`config.mk`:
```
export PLATFORM = sky130hd
export DESIGN_NAME = demap_arbiter
export DESIGN_NICKNAME = d
export VERILOG_FILES = /design/src/rtl/demap_arbiter.sv
export SDC_FILE = /design/constraint.sdc
export NUM_CORES = 1
export LEC_CHECK = 0
export CAP_MARGIN = 10
export CORE_MARGIN = 5
export CORE_UTILIZATION = 44
export DETAILED_ROUTE_END_ITERATION = 16
export GPL_TIMING_DRIVEN = 0
export PLACE_DENSITY = 0.84
export SLEW_MARGIN = 5
export SYNTH_ARGS = -nofsm -noshare
export SYNTH_HDL_FRONTEND = slang
export SYNTH_SLANG_ARGS = --single-unit
```
`constraint.sdc`:
```
create_clock -name clk_i -period 4.75 [get_ports clk_i]
set_input_delay 1.425 -clock clk_i [delete_from_list [all_inputs] [get_ports clk_i]]
set_output_delay 1.425 -clock clk_i [all_outputs]
set_load 0.02 [all_outputs]
```
`src/rtl/demap_arbiter.sv`:
```
`timescale 1ns/1ps
`default_nettype none
// ============================================================================
// Module      : demap_arbiter
// Description : Packet-level round-robin arbiter that shares one QPSK
//               demapper between up to 4 IQ sources. The arbiter locks onto
//               one source for a whole tlast-delimited packet, forwards its
//               beats (registered) to the demapper, and tags each beat with
//               the source index on tuser. The demapper side has no tready,
//               so the output is valid-only.
//
// Parameters  : IQ_DW        width of one I or Q component (beat = {Q,I})
//               NUM_SRC      number of requesters, 1..4
//               TIMEOUT_CYC  stall limit in cycles (watchdog build only)
//
// Ports       : clk_i              clock
//               reset_ni           asynchronous active-low reset
//               s_axis_in_tdata    per-source beats, source k at [k*2*IQ_DW +: 2*IQ_DW]
//               s_axis_in_tlast    per-source end of packet
//               s_axis_in_tvalid   per-source beat valid
//               s_axis_in_tready   per-source ready, at most one bit set
//               m_axis_out_tdata   beat to the demapper
//               m_axis_out_tuser   index of the source that produced the beat
//               m_axis_out_tlast   end of packet
//               m_axis_out_tvalid  beat valid (no backpressure)
//               grant_o            index of the currently locked source
//               busy_o             1 while a source is locked
//               err_o              one-cycle pulse on watchdog abort
//
// Options     : `define DEMAP_ARB_TIMEOUT_EN to enable the stall watchdog.
//               Without it a locked source keeps the grant until its tlast
//               and err_o is tied to 0.
//
// Revision    : 1.0  initial release
// ============================================================================
module demap_arbiter #(
    parameter int IQ_DW       = 16,
    parameter int NUM_SRC     = 2,
    parameter int TIMEOUT_CYC = 256
) (
    input  logic                         clk_i,
    input  logic                         reset_ni,
    input  logic [NUM_SRC*IQ_DW*2-1:0]   s_axis_in_tdata,
    input  logic [NUM_SRC-1:0]           s_axis_in_tlast,
    input  logic [NUM_SRC-1:0]           s_axis_in_tvalid,
    output logic [NUM_SRC-1:0]           s_axis_in_tready,
    output logic [IQ_DW*2-1:0]           m_axis_out_tdata,
    output logic [1:0]                   m_axis_out_tuser,
    output logic                         m_axis_out_tlast,
    output logic                         m_axis_out_tvalid,
    output logic [1:0]                   grant_o,
    output logic                         busy_o,
    output logic                         err_o
);

    localparam int         c_BEAT_W   = IQ_DW * 2;
    localparam logic [0:0] c_ST_IDLE  = 1'b0;
    localparam logic [0:0] c_ST_GRANT = 1'b1;
    localparam logic [1:0] c_LAST_SRC = 2'(NUM_SRC - 1);
    localparam logic [2:0] c_NUM_SRC3 = 3'(NUM_SRC);

    // Elaboration-time guard against configurations the 2-bit index cannot hold.
    generate
        if (NUM_SRC < 1 || NUM_SRC > 4 || TIMEOUT_CYC < 1) begin : g_param_check
            $error("demap_arbiter: NUM_SRC must be 1..4 and TIMEOUT_CYC >= 1");
        end
    endgenerate

    logic [0:0]          r_state;
    logic [1:0]          r_grant;
    logic [1:0]          r_rr;
    logic [c_BEAT_W-1:0] r_out_data;
    logic [1:0]          r_out_user;
    logic                r_out_last;
    logic                r_out_valid;

    logic [NUM_SRC-1:0]  w_req_rot;
    logic                w_any_req;
    logic [1:0]          w_offset;
    logic [2:0]          w_sum;
    logic [1:0]          w_winner;
    logic [NUM_SRC-1:0]  w_ready;
    logic [c_BEAT_W-1:0] w_sel_data;
    logic                w_sel_last;
    logic                w_accept;
    logic [1:0]          w_rr_next;

    // ------------------------------------------------------------------------
    // Round-robin search: rotate the request vector so bit j is the source
    // at position rr+j, take the lowest set bit, then rotate the offset back.
    // ------------------------------------------------------------------------
    assign w_req_rot = NUM_SRC'({s_axis_in_tvalid, s_axis_in_tvalid} >> r_rr);
    assign w_any_req = |w_req_rot;

    always_comb begin
        w_offset = 2'd0;
        for (int j = NUM_SRC - 1; j >= 0; j--) begin
            if (w_req_rot[j]) begin
                w_offset = 2'(j);
            end
        end
    end

    assign w_sum    = {1'b0, r_rr} + {1'b0, w_offset};
    assign w_winner = (w_sum >= c_NUM_SRC3) ? 2'(w_sum - c_NUM_SRC3) : w_sum[1:0];

    assign w_rr_next = (r_grant == c_LAST_SRC) ? 2'd0 : r_grant + 2'd1;

    // ------------------------------------------------------------------------
    // Ready is decoded from the registered state and grant only, so it is
    // one-hot by construction and independent of the input valids.
    // ------------------------------------------------------------------------
    always_comb begin
        w_ready    = '0;
        w_sel_data = '0;
        w_sel_last = 1'b0;
        for (int k = 0; k < NUM_SRC; k++) begin
            if (r_grant == 2'(k)) begin
                w_ready[k] = (r_state == c_ST_GRANT);
                w_sel_data = s_axis_in_tdata[k*c_BEAT_W +: c_BEAT_W];
                w_sel_last = s_axis_in_tlast[k];
            end
        end
    end

    assign w_accept = |(s_axis_in_tvalid & w_ready);

`ifdef DEMAP_ARB_TIMEOUT_EN
    // ------------------------------------------------------------------------
    // Stall watchdog: counts consecutive GRANT cycles with no beat from the
    // locked source. The abort fires on the cycle that would make the count
    // reach TIMEOUT_CYC; err_o is registered so it appears on the next cycle,
    // together with the return to IDLE.
    // ------------------------------------------------------------------------
    localparam int                 c_CNT_W    = $clog2(TIMEOUT_CYC + 1);
    localparam logic [c_CNT_W-1:0] c_CNT_LAST = c_CNT_W'(TIMEOUT_CYC - 1);

    logic [c_CNT_W-1:0] r_stall_cnt;
    logic               r_err;
    logic               w_timeout;

    assign w_timeout = (r_state == c_ST_GRANT) && !w_accept && (r_stall_cnt == c_CNT_LAST);

    always_ff @(posedge clk_i or negedge reset_ni) begin
        if (!reset_ni) begin
            r_stall_cnt <= '0;
            r_err       <= 1'b0;
        end else begin
            r_err <= w_timeout;
            if ((r_state != c_ST_GRANT) || w_accept || w_timeout) begin
                r_stall_cnt <= '0;
            end else begin
                r_stall_cnt <= r_stall_cnt + c_CNT_W'(1);
            end
        end
    end

    assign err_o = r_err;
`else
    assign err_o = 1'b0;
`endif

    // ------------------------------------------------------------------------
    // Arbitration FSM and registered output beat.
    // tlast is cleared on idle cycles so it can never be seen without tvalid.
    // ------------------------------------------------------------------------
    always_ff @(posedge clk_i or negedge reset_ni) begin
        if (!reset_ni) begin
            r_state     <= c_ST_IDLE;
            r_grant     <= 2'd0;
            r_rr        <= 2'd0;
            r_out_data  <= '0;
            r_out_user  <= 2'd0;
            r_out_last  <= 1'b0;
            r_out_valid <= 1'b0;
        end else begin
            r_out_valid <= 1'b0;
            r_out_last  <= 1'b0;
            case (r_state)
                c_ST_IDLE: begin
                    if (w_any_req) begin
                        r_grant <= w_winner;
                        r_state <= c_ST_GRANT;
                    end
                end
                c_ST_GRANT: begin
                    if (w_accept) begin
                        r_out_data  <= w_sel_data;
                        r_out_user  <= r_grant;
                        r_out_last  <= w_sel_last;
                        r_out_valid <= 1'b1;
                        if (w_sel_last) begin
                            r_state <= c_ST_IDLE;
                            r_rr    <= w_rr_next;
                        end
                    end
`ifdef DEMAP_ARB_TIMEOUT_EN
                    else if (w_timeout) begin
                        r_state <= c_ST_IDLE;
                        r_rr    <= w_rr_next;
                    end
`endif
                end
                default: begin
                    r_state <= c_ST_IDLE;
                end
            endcase
        end
    end

    assign s_axis_in_tready  = w_ready;
    assign m_axis_out_tdata  = r_out_data;
    assign m_axis_out_tuser  = r_out_user;
    assign m_axis_out_tlast  = r_out_last;
    assign m_axis_out_tvalid = r_out_valid;
    assign grant_o           = r_grant;
    assign busy_o            = (r_state == c_ST_GRANT);

endmodule
`default_nettype wire
```
==> results.json <==
{
  "status": "complete, no violations",
  "slew_viol_final": 0,
  "ys_ff_latch": 41,
  "reg2reg_depth": 8,
  "dr.pass1.iters": 4,
  "syn_avg_cell_area_um2": 11.8,
  "reg2reg_to": "grant_o[1]",
  "period_needed_ns": 3.62,
  "ys_types": 29,
  "nets": 384,
  "wl_met2_um": 3430,
  "critical_path_depth": 7,
  "grt_max_degree": 38,
  "antenna_left": 0,
  "grt_util_all_layers_pct": 19.9,
  "routabilityCongestion": 0.694,
  "io_pins": 112,
  "clk_pin_slew_ns": 0.07,
  "rr_startpoint": "r_rr[0]",
  "p_int_uw": 1280,
  "hold_class": "register to register",
  "wire_per_inst_um": 17.1,
  "finalSetupViolations": 0,
  "grt_pass1_vias": 2100,
  "synth_edf_count": 0,
  "crit_start": "grant_o[1]",
  "max_cap_violations": 0,
  "via_count": 2027,
  "vdd_drop_max_mv": 0.393,
  "skew_ns": 0.00335,
  "cts.sinks": 41,
  "rows": 26,
  "dp_hpwl_um": 4980,
  "period_share_pct": 76.1,
  "timing.fmax_mhz": 277,
  "cp-end-kind": "output pin",
  "cts_setup_buffers": 0,
  "powerDensity_nw_per_um2": 632,
  "clkLatencyLatePin_ns": 0.29,
  "power_switching_uw": 973,
  "start_kind": "register",
  "drc_errors": 0,
  "port_buffers": 110,
  "syn_to_final_growth_pct": 56.6,
  "wl_met1_um": 2560,
  "cts_tree": "done",
  "p_leak_uw": 0.00153,
  "die_y_um": 82.0,
  "worst_pin_slew_ns": 0.667,
  "max-clock-path-buffers": 2,
  "dieWidth_um": 82.0,
  "die_area_um2": 6720,
  "grt_pass1_wl_um": 10200,
  "pwr-share-comb_pct": 64.0,
  "start_util_pct": 44.9,
  "numCtsBuffers": 5,
  "cp_max_fo": 10,
  "cpPeakStageDelay_ns": 0.63,
  "cts.repair.resized": 0,
  "crit_slowest_cell": "clkdlybuf4s50_1",
  "htree_num_levels": 2,
  "tns_ns": 0,
  "syn-num-nets": 266,
  "rsz0062_at_grt": "false",
  "layout_common_cells": "clkdlybuf4s50_1 (109), dfrtp_1 (41), mux2i_1 (34)",
  "ys.flop_type": "dfrtp_1",
  "dr.first_iter.drc_count": 77,
  "top_layer": "met4",
  "wl_met3_um": 436,
  "relSlewSlack_pct": 55.6,
  "seq_area_frac_synth_pct": 45.0,
  "hold_viol_final": 0,
  "worst_ep_arrival_time_ns": 2.19,
  "cp_cell_sequence": "buf_2 -> nand2b_4 -> buf_6 -> buf_6 -> buf_6 -> nor2_1 -> clkdlybuf4s50_1",
  "gr-total-overflow": 0,
  "syn_area_um2": 2280,
  "yosysWarningCount": 0,
  "async_reset_ff_share_pct": 100,
  "switching_share_pct": 43.1,
  "cp_top_family": "buffers and inverters",
  "r2r_slack_ns": 2.82,
  "clock_power_share_pct": 10.2,
  "syn_inst": 193,
  "ctsHoldBuffers": 0,
  "viasPerCell": 5.32,
  "crit_required_ns": 3.32,
  "antenna_found_initial": 0,
  "critPathBufInv": 5,
  "p_seq_share_pct": 25.8,
  "final_layout_size_suffix_gt1_share_pct": 13.2,
  "cp-endpoint": "s_axis_in_tready[1]",
  "routed_wl_um": 6500,
  "coreArea_um2": 5070,
  "clock-root-buffer": "clkbuf_8",
  "diodes": 0,
  "p_total_uw": 2260,
  "layout_commonest_cell": "clkdlybuf4s50_1",
  "worst_path_most_repeated_cell": "buf_6",
  "critPathKind": "register to output pin"
}
[per-layer routing]
metal  global-route usage, %  vias up
met5                       0        -
met1                    23.5      977
met4                    5.15        0
met2                    35.3       68
met3                    5.70        7
li1                        -      975
[layout make-up]
type / count / area (um^2)
fill: 393 / 1510
timing repair buffer: 111 / 1120
multi-input combinational: 124 / 1090
sequential: 41 / 1030
buffer: 24 / 146
tap: 70 / 87.6
clock buffer: 7 / 86.3
inverter: 4 / 15.0
[tightest hold or removal path, delay by kind of cell, from the launching register on]
| kind | cells | cell delay [ns] |
|---|---|---|
| flops | 1 | 0.35 |
| compound gates | 2 | 0.11 |
[registers in the layout, indices dropped and copies added, names as in the netlist]
register	count
busy_o	1
grant_o	2
m_axis_out_tdata	32
m_axis_out_tlast	1
m_axis_out_tuser	2
m_axis_out_tvalid	1
r_rr	2
[synth_stat cells, types with 2 or more instances]
library cell / instances / area (um^2)
dfrtp_1: 41 / 1030
mux2i_1: 34 / 340
o21ai_1: 32 / 160
o41ai_1: 18 / 158
o41ai_2: 14 / 228
buf_2: 9 / 45.0
clkbuf_1: 6 / 22.5
nor2_1: 6 / 22.5
buf_4: 4 / 30.0
buf_6: 4 / 45.0
ha_1: 3 / 37.5
inv_1: 3 / 11.3
mux2_1: 2 / 22.5
nor2b_1: 2 / 12.5
[power by group through the flow]
stage	sequential (uW)	clock [uW]	combinational (uW)
final	582	230	1440
after global routing	599	255	1550
after CTS	583	239	1460
after detailed placement	588	0	1460
after global placement	583	0	1430
after floorplan	762	0	723
[kinds of logic (layout without fill, tap and decap cells)]
family	after synthesis	count (layout)	synth area share, %
flops	41	41	45.0
buf+inv	28	146	7.08
simple gates	12	12	3.46
compound gates	72	72	26.7
fa+ha+maj	3	3	1.65
other cells	1	1	0.164
mux	36	36	15.9
[how the worst min path moves through the flow]
stage / cells after the start / slack [ns] / start / end
after floorplan: 2 / 0.53 / r_rr[1] / r_rr[1]
after global placement: 2 / 0.47 / m_axis_out_tdata[10] / m_axis_out_tdata[10]
after detailed placement: 2 / 0.47 / m_axis_out_tdata[26] / m_axis_out_tdata[26]
after CTS: 2 / 0.49 / m_axis_out_tdata[26] / m_axis_out_tdata[26]
after global routing: 2 / 0.51 / m_axis_out_tdata[12] / m_axis_out_tdata[12]
final: 2 / 0.49 / m_axis_out_tdata[12] / m_axis_out_tdata[12]
[per-stage QoR]
step	setup slack [ns]	std cells	instance area, um^2	hold slack [ns]	util (%)
after global routing	1.05	381	3570	0.507	70.3
after CTS	1.12	381	3570	0.489	70.3
after detailed placement	1.27	374	3480	0.471	68.6
final	1.13	381	3570	0.488	70.3
after floorplan	1.86	193	2280	0.531	-
after global placement	1.19	373	3470	0.465	68.3
Power figures use the tool's default switching activity.
